**src/rtl/instruction_fetch_unit.sv**
```systemverilog
// Instruction fetch unit: owns the PC, runs a request/ready handshake with
// instruction memory, and presents a registered instruction plus its PC to
// decode. Bubbles are all-zero words with instruction_valid low.
//
// A one-entry skid buffer catches the word returned by a handshake that
// completes while decode is stalled. The memory request therefore never has
// to be withdrawn mid-transfer.
//
// Optional feature: define FETCH_PERF_COUNTER_EN to add the fetch_count and
// bubble_count performance counter outputs.
//
// RESET_PC must be word aligned (low two bits zero).
module instruction_fetch_unit #(
  parameter int                    ADDR_WIDTH = 32,
  parameter logic [ADDR_WIDTH-1:0] RESET_PC   = '0
) (
  input  logic                  clk,
  input  logic                  reset_n,
  input  logic                  stall,
  input  logic                  branch_taken,
  input  logic [ADDR_WIDTH-1:0] branch_target,
  output logic                  imem_request,
  output logic [ADDR_WIDTH-1:0] imem_address,
  input  logic                  imem_ready,
  input  logic [31:0]           imem_read_data,
  output logic [31:0]           instruction,
  output logic [ADDR_WIDTH-1:0] instruction_pc,
  output logic                  instruction_valid
`ifdef FETCH_PERF_COUNTER_EN
  ,
  output logic [31:0]           fetch_count,
  output logic [31:0]           bubble_count
`endif
);

  typedef enum logic [1:0] {
    IDLE    = 2'd0,  // no request: after reset, or skid buffer full
    FETCH   = 2'd1,  // request outstanding, data goes to decode
    DISCARD = 2'd2   // request outstanding, data dropped after a branch
  } state_e;

  localparam logic [ADDR_WIDTH-1:0] PC_STEP = ADDR_WIDTH'(4);

  state_e                  state_q, state_d;
  logic [ADDR_WIDTH-1:0]   pc_q, pc_d;
  logic [ADDR_WIDTH-1:0]   pend_target_q, pend_target_d;
  logic [31:0]             instr_q, instr_d;
  logic [ADDR_WIDTH-1:0]   instr_pc_q, instr_pc_d;
  logic                    valid_q, valid_d;
  logic                    skid_valid_q, skid_valid_d;
  logic [31:0]             skid_data_q;
  logic [ADDR_WIDTH-1:0]   skid_pc_q;
  logic                    skid_load;
  logic                    handshake;
  logic [ADDR_WIDTH-1:0]   target_aligned;
  logic                    fetch_inc;
  logic                    bubble_inc;

  // The low target bits select a byte within the word and are ignored.
  logic unused_target_bits;
  assign unused_target_bits = ^branch_target[1:0];

  assign target_aligned = {branch_target[ADDR_WIDTH-1:2], 2'b00};
  assign imem_request   = (state_q != IDLE);
  assign imem_address   = pc_q;
  assign handshake      = imem_request & imem_ready;

  assign instruction       = instr_q;
  assign instruction_pc    = instr_pc_q;
  assign instruction_valid = valid_q;

  // Next-state, PC, output-register and skid-buffer decisions for one edge.
  always_comb begin
    // NOTE: every signal driven here gets a default first, so paths that
    // do not mention a signal hold its value instead of inferring a latch.
    state_d       = state_q;
    pc_d          = pc_q;
    pend_target_d = pend_target_q;
    instr_d       = instr_q;
    instr_pc_d    = instr_pc_q;
    valid_d       = valid_q;
    skid_valid_d  = skid_valid_q;
    skid_load     = 1'b0;
    fetch_inc     = 1'b0;
    bubble_inc    = 1'b0;

    if (branch_taken) begin
      // A redirect flushes everything visible to decode, even under stall.
      instr_d      = '0;
      instr_pc_d   = '0;
      valid_d      = 1'b0;
      skid_valid_d = 1'b0;
      bubble_inc   = ~stall;
      case (state_q)
        IDLE: begin
          pc_d    = target_aligned;
          state_d = FETCH;
        end
        FETCH, DISCARD: begin
          if (handshake) begin
            // The returned word belongs to the old path: drop it.
            pc_d    = target_aligned;
            state_d = FETCH;
          end else begin
            // Address must stay stable until memory accepts it, so the
            // target waits and the eventual data is discarded.
            pend_target_d = target_aligned;
            state_d       = DISCARD;
          end
        end
        default: state_d = IDLE;
      endcase
    end else begin
      case (state_q)
        IDLE: begin
          if (skid_valid_q) begin
            if (!stall) begin
              instr_d      = skid_data_q;
              instr_pc_d   = skid_pc_q;
              valid_d      = 1'b1;
              skid_valid_d = 1'b0;
              state_d      = FETCH;
            end
          end else begin
            // Only reachable after reset: start fetching next edge.
            state_d = FETCH;
            if (!stall) begin
              instr_d    = '0;
              valid_d    = 1'b0;
              bubble_inc = 1'b1;
            end
          end
        end
        FETCH: begin
          if (handshake) begin
            fetch_inc = 1'b1;
            pc_d      = pc_q + PC_STEP;
            if (!stall) begin
              instr_d    = imem_read_data;
              instr_pc_d = pc_q;
              valid_d    = 1'b1;
            end else begin
              skid_load    = 1'b1;
              skid_valid_d = 1'b1;
              state_d      = IDLE;
            end
          end else if (!stall) begin
            instr_d    = '0;
            valid_d    = 1'b0;
            bubble_inc = 1'b1;
          end
        end
        DISCARD: begin
          if (handshake) begin
            pc_d    = pend_target_q;
            state_d = FETCH;
          end
          if (!stall) begin
            instr_d    = '0;
            valid_d    = 1'b0;
            bubble_inc = 1'b1;
          end
        end
        default: state_d = IDLE;
      endcase
    end
  end

  // Control and output registers; reset abandons any request in flight.
  always_ff @(posedge clk or negedge reset_n) begin
    if (!reset_n) begin
      state_q       <= IDLE;
      pc_q          <= RESET_PC;
      pend_target_q <= '0;
      instr_q       <= '0;
      instr_pc_q    <= '0;
      valid_q       <= 1'b0;
      skid_valid_q  <= 1'b0;
    end else begin
      // NOTE: non-blocking assignments so every register samples the
      // pre-edge values computed above, independent of statement order.
      state_q       <= state_d;
      pc_q          <= pc_d;
      pend_target_q <= pend_target_d;
      instr_q       <= instr_d;
      instr_pc_q    <= instr_pc_d;
      valid_q       <= valid_d;
      skid_valid_q  <= skid_valid_d;
    end
  end

  // Skid buffer payload, captured when a handshake lands during stall.
  // NOTE: payload is not reset; skid_valid_q alone decides whether it is
  // ever used, so resetting the data would only add reset fan-out.
  always_ff @(posedge clk) begin
    if (skid_load) begin
      skid_data_q <= imem_read_data;
      skid_pc_q   <= pc_q;
    end
  end

`ifdef FETCH_PERF_COUNTER_EN
  logic [31:0] fetch_count_q;
  logic [31:0] bubble_count_q;

  // Free-running event counters, wrapping at 2^32.
  always_ff @(posedge clk or negedge reset_n) begin
    if (!reset_n) begin
      fetch_count_q  <= '0;
      bubble_count_q <= '0;
    end else begin
      if (fetch_inc)  fetch_count_q  <= fetch_count_q + 32'd1;
      if (bubble_inc) bubble_count_q <= bubble_count_q + 32'd1;
    end
  end

  assign fetch_count  = fetch_count_q;
  assign bubble_count = bubble_count_q;
`else
  // Counter events exist in the datapath but have no consumer here.
  logic unused_perf_events;
  assign unused_perf_events = fetch_inc | bubble_inc;
`endif

endmodule

```
**config.mk**
```make
export PLATFORM = sky130hd
export DESIGN_NAME = instruction_fetch_unit
export DESIGN_NICKNAME = d
export VERILOG_FILES = /design/src/rtl/instruction_fetch_unit.sv
export SDC_FILE = /design/constraint.sdc
export NUM_CORES = 1
export LEC_CHECK = 0
export BUFFER_PORTS_ARGS = -buffer_cell sky130_fd_sc_hd__buf_2
export CAP_MARGIN = 30
export CORE_AREA = 2 2 143 145
export CTS_CLUSTER_DIAMETER = 200
export DETAILED_ROUTE_END_ITERATION = 10
export DIE_AREA = 0 0 145 147
export PLACE_DENSITY_LB_ADDON = 0.12
export SLEW_MARGIN = 15
export SYNTH_ARGS = -nofsm -noshare
export SYNTH_HDL_FRONTEND = slang
export SYNTH_SLANG_ARGS = --single-unit
```
**constraint.sdc**
```tcl
create_clock -name clk -period 8.3 [get_ports clk]
set_input_delay 2.49 -clock clk [delete_from_list [all_inputs] [get_ports clk]]
set_output_delay 2.49 -clock clk [all_outputs]
set_load 0.1 [all_outputs]
```
==> results of run 1 <==
## layer usage
metal  up-vias  global-route usage, %  share of wire (%)
li1       3850                      -                  -
met1      3872                   34.3                 47
met2       222                   38.2                 47
met3        21                   4.66                4.9
met4         2                   5.94                1.0
met5         -                      0              0.044
## stage by stage
step / setup slack, ns / area, µm² / hold slack [ns]
after floorplan: 0.691 / 9730 / 0.463
after global placement: 3.38 / 10700 / 0.480
after detailed placement: 3.34 / 10700 / 0.488
after CTS: 3.82 / 11300 / 0.510
after global routing: 3.61 / 11300 / 0.521
final: 3.82 / 11300 / 0.509
## critical path, cell delays in order
cell and delay (ns):
buf_4 0.51, buf_4 0.63, nand2b_1 0.27, o21ai_4 0.07
buf_4 0.32, o41ai_1 0.44
## layout make-up
cell class,count,share of cell area [%]
Multi-Input combinational cell,702,38.2
Timing Repair Buffer,176,8.20
Inverter,17,0.566
Clock buffer,17,3.77
Tap cell,270,3.00
Clock inverter,15,1.57
Sequential cell,189,44.7
## worst min path at each step
stage	from	end	slack (ns)	cells past startpoint
CTS	pend_target_q[23]$_DFFE_PN0P_	imem_address[23]$_DFFE_PN0P_	0.51	1
detailed placement	pend_target_q[31]$_DFFE_PN0P_	imem_address[31]$_DFFE_PN0P_	0.49	2
finish	pend_target_q[23]$_DFFE_PN0P_	imem_address[23]$_DFFE_PN0P_	0.51	1
global route	pend_target_q[3]$_DFFE_PN0P_	pend_target_q[3]$_DFFE_PN0P_	0.52	1
global placement	pend_target_q[31]$_DFFE_PN0P_	imem_address[31]$_DFFE_PN0P_	0.48	2
floorplan	pend_target_q[31]$_DFFE_PN0P_	imem_address[31]$_DFFE_PN0P_	0.46	2
## cells in the final DEF (no fill, tap or decap), drive strengths merged, types with 3 or more instances in the layout
master  netlist  layout
a211oi       63      63
a21o          3       3
a21oi        58      58
a221oi        9       9
a22o          3       3
a22oi         3       3
a31oi         9       9
and3         12      12
buf          28     176
clkbuf       63      17
clkinv        0       7
dfrtp       127     127
edfxtp       62      62
ha            6       6
inv          17      24
mux2         26      26
mux2i        36      36
nand2       157     157
nand3        46      46
nand3b        3       3
nand4         8       8
nor2         84      84
nor2b         4       4
nor3         10      10
nor4          6       6
o21a          3       3
o21ai        67      67
o22ai         5       5
o31ai         3       3
o41ai        33      33
or3           3       3
xnor2         7       7
xor2         10      10
## sequential cells by signal, summed over array words and instances, names as in the netlist
name               flops
instruction_valid      1
instruction           32
instruction_pc        31
imem_address          30
pend_target_q         30
skid_pc_q             30
state_q                2
skid_valid_q           1
skid_data_q           32
## logic make-up (layout without fill, tap and decap cells)
logic type / Yosys count / after routing / synth area share, %
muxes: 62 / 62 / 6.71
DFF: 189 / 189 / 51.8
xor gates and xnor gates: 17 / 17 / 1.53
buffers and inverters: 108 / 225 / 4.59
AOI/OAI and AO/OA: 273 / 273 / 18.6
and+or+nand+nor: 342 / 342 / 16.0
other: 1 / 2 / 0.0385
adders and majority gates: 6 / 6 / 0.772
==> key figures, run 1 <==
Clock tree
  – Sink Count: 189
  – Resized cells post-CTS: 0
  – Post-CTS setup buffers: 0
  – Cts hold-fix bufs: 0
  – Worst-Skew Late Latency: between 0.4 and 0.5 ns
  – CTS tree: built
  – Max H-tree Level: 4
  – CTS clock-pin slew for the worst setup and hold paths: about 0.080 ns
  – CTS Buf Count: 17
  – CTS max path bufs: 2
  – Root Driver: clkbuf_16

Global routing
  – Vias in the first global route: 7757
  – Pin count of the biggest net entering global routing: 79
  – Total GRT Usage: 24.1%
  – First-pass GRT wire length: approximately 42000 µm
  – Gr ovfl total: 0
  – Initial antenna violation count: 2

Floorplan
  – # rows: 52
  – Die extent in x: between 100 and 150 µm
  – Die Ht: 147 µm
  – Die footprint: about 21000 µm²
  – Initial Util: 49.0%
  – Ports: 167
  – Core area: 19800 µm²

Yosys
  – Async SR Flop Fraction: 67.2%
  – #FFs+latches synth: 189
  – Post-synth EDFFs: 62
  – Synth top area cells: dfrtp_1 33%, edfxtp_1 19%, nand2_1 6.1%
  – Synthesized area per cell: 9.75 µm²
  – Synth area leader: dfrtp_1
  – Most frequent cells after synthesis: 157 x nand2_1, 127 x dfrtp_1, 84 x nor2_1
  – Most frequent cell after synthesis: nand2_1
  – Synth Flop Type: dfrtp_1
  – Synth warn: 0
  – Synth top area share: 32.7%
  – Register area share after synthesis: 51.8%
  – Synthesized area: 9730 µm²
  – Unique masters post-synth: 59
  – Cells after Synth: 998

Setup path
  – Reg-to-Reg Start: state_q[0]$_DFFE_PN0P_
  – Critical Path AT: ~4.8 ns
  – Crit path to: instruction[14]$_DFFE_PN0P_
  – R2R depth: 9
  – Worst reg2reg setup slack: between 5 and 6 ns
  – CP Data Required Time: 8.62 ns
  – CP startpoint kind: input port
  – Crit end category: flop
  – CP Max Fanout: 64
  – FF-to-FF End: imem_address[23]$_DFFE_PN0P_
  – Crit path from: branch_taken
  – Crit path kind: in -> reg

STA
  – Max-slew violations: 0
  – RSZ-0062 raised after global routing: false
  – Skew final: 0.0118 ns
  – Period utilization: 54.0%
  – Relative slew slack: roughly two fifths
  – Setup TNS: 0 ns
  – Final Hold Fails: 0
  – Minimum clock period after layout: 4.48 ns
  – Final setup viols: 0
  – Slew @ Worst Pin: 0.888 ns
  – Peak Freq: 223 MHz

Final layout
  – Fill cells: 1810
  – Share of cells above drive strength 1: 22.8%
  – Area Overhead vs Synth: 15.8%
  – Layout Nets: 1178
  – Fin util: 56.8%
  – Area of the multi-input gates: 4300 µm²
  – Non-filler instance count after layout: 1386
  – FF/Latch Area: about 5000 µm²
  – Antenna cells: 0

Placement
  – Final HPWL DP: roughly 15000 µm
  – Number of port buffers: roughly 160
  – GPL Wtd Cong: 0.769
  – Cell count after placement: 1354

Detailed routing
  – Routed Antenna Nets: 0
  – Vias/cell: 5.75
  – Drt first pass iters: 5
  – DR DRC count: 0
  – Via count: 7967
  – Routed WL per cell: 18.2 µm
  – Total Wirelength: 25200 µm
  – Initial drt markers: 527

Worst hold path
  – HP Class: reg -> reg

Outcome
  – Status: completed

Run
  – MaxCap Viol Count: 0
Power of run 1 is left out: the tool's default activity adds up to more than one toggle a clock period on the data nets, which glitch-free logic cannot reach.
==> inputs of run 2 (changes only) <==
==> constraint.sdc (replaced) <==
create_clock -name clk -period 4.05 [get_ports clk]
set_input_delay 1.215 -clock clk [delete_from_list [all_inputs] [get_ports clk]]
set_output_delay 1.215 -clock clk [all_outputs]
set_load 0.1 [all_outputs]
==> key figures, run 2 (synthesis gave the netlist of run 1 again) <==
Setup path
  – Crit path top cell by count: inv_1
  – Crit-path slowest cell: buf_2
  – CP Data Required Time: roughly 2.8 ns
  – CP peak stage delay: between 0.4 and 0.5 ns
  – Worst path cell trace: inv_1 -> ha_2 -> inv_1 -> buf_2
  – Crit path kind: reg -> out
  – Crit end category: output pin
  – CP Max Fanout: 7
  – Critical Path AT: 1.77 ns
  – CP startpoint kind: flop

Clock tree
  – CTS max path bufs: 2
  – Resized cells post-CTS: 0
  – Max H-tree Level: 4
  – Worst-Skew Late Latency: 0.44 ns
  – CTS clock-pin slew for the worst setup and hold paths: 0.08 ns
  – Root Driver: clkbuf_16
  – Sink Count: approximately 190
  – CTS tree: built
  – Cts hold-fix bufs: 0
  – CTS Buf Count: 17
  – Post-CTS setup buffers: 0

Final layout
  – Commonest cells after routing, fill and taps aside: 160 x buf_2, 157 x nand2_1, 126 x dfrtp_1
  – Layout Nets: 1185
  – Fill cells: 1771
  – FF/Latch Area: 5040 µm²
  – Area Overhead vs Synth: 16.7%
  – Non-filler instance count after layout: 1393
  – Antenna cells: 0
  – Share of cells above drive strength 1: 23.2%
  – Area of the multi-input gates: between 4000 and 5000 µm²
  – Commonest non-fill, non-tap cell in the layout: buf_2

Placement
  – Cell count after placement: 1361
  – GPL Wtd Cong: 0.790
  – Final HPWL DP: about 16000 µm
  – Number of port buffers: 162
  – DP Worst Slack: around 0.73 ns

STA
  – Relative slew slack: approximately two fifths
  – Max-slew violations: 0
  – Skew final: 0.0143 ns
  – Minimum clock period after layout: 2.99 ns
  – Period utilization: 73.8%
  – Worst Setup Slack, final: 1.06 ns
  – Slew @ Worst Pin: 0.897 ns
  – Final setup viols: 0
  – Peak Freq: 335 MHz
  – Setup TNS: 0 ns
  – Final Hold Fails: 0
  – RSZ-0062 raised after global routing: false

Floorplan
  – Core area: approximately 20000 µm²
  – # rows: 52
  – Die Ht: 147 µm
  – Die footprint: 21300 µm²
  – Initial Util: 49.0%
  – Die extent in x: 145 µm
  – Ports: 167

Detailed routing
  – Drt first pass iters: 5
  – Met2 WL: roughly 12000 µm
  – DR DRC count: 0
  – Vias/cell: 5.71
  – Initial drt markers: 600
  – Via count: 7951
  – Routed WL per cell: 17.9 µm
  – Total Wirelength: ~25000 µm
  – M1 WL: 11800 µm
  – Uppermost routed layer: met4
  – Routed Antenna Nets: 0
  – Routed met3 length: 1240 µm

Worst hold path
  – HP Class: reg -> reg

Global routing
  – Gr ovfl total: 0
  – Initial antenna violation count: 1
  – Pin count of the biggest net entering global routing: between 60 and 70
  – Vias in the first global route: 7609
  – First-pass GRT wire length: 41400 µm
  – Total GRT Usage: 24.1%

Outcome
  – Status: completed

Run
  – MaxCap Viol Count: 0
[run 2: cell types whose count changed in the layout (fill, tap and decap cells not counted), sizes merged]
cell / delta
clkbuf: +1
inv: +1
clkinvlp: +1
buf: +7
clkinv: -3
[run 2: metrics by stage]
stage	hold WS, ns	util (%)	instance area [µm²]
2_1_floorplan	0.463	-	9740
3_3_place_gp	0.478	54.2	10800
3_5_place_dp	0.491	54.2	10800
4_1_cts	0.506	57.2	11400
5_1_grt	0.517	57.2	11400
6_report	0.508	57.2	11400
[run 2: final timing paths]
check                                              startpoint                             end  slack (ns)  depth (start not counted)
worst max-delay path                   state_q[0]$_DFFE_PN0P_                    imem_request        1.06                          4
worst min-delay path            pend_target_q[31]$_DFFE_PN0P_    imem_address[31]$_DFFE_PN0P_        0.51                          2
worst max register to register         state_q[1]$_DFFE_PN0P_  instruction_pc[28]$_DFFE_PN0P_        1.27                          8
worst min register to register  pend_target_q[31]$_DFFE_PN0P_    imem_address[31]$_DFFE_PN0P_        0.51                          2
max in group asynchronous                             reset_n  instruction_pc[29]$_DFFE_PN0P_        2.62                          2
min in group asynchronous                             reset_n      instruction[1]$_DFFE_PN0P_        0.74                          1
[run 2: per-layer routing]
metal / GRT usage (%) / vias up
met2: 38.7 / 228
met3: 4.16 / 23
met5: 0 / -
met4: 6.24 / 0
met1: 34.4 / 3825
li1: - / 3875
[run 2: area by class of cell]
| class | count | area share [%] |
|---|---|---|
| clock buffer | 18 | 3.78 |
| timing repair buffer | 183 | 8.82 |
| sequential | 189 | 44.4 |
| tap | 270 | 2.97 |
| inverter | 17 | 0.562 |
| multi-input combinational | 702 | 37.9 |
| clock inverter | 14 | 1.54 |
[run 2: worst max-delay path: cells and delay by family, from the launching register on]
| kind | cells | cell delay [ns] |
|---|---|---|
| buf+inv | 3 | 0.65 |
| fa+ha+maj | 1 | 0.27 |
| flops | 1 | 0.42 |
Power of run 2 is left out for the same reason.
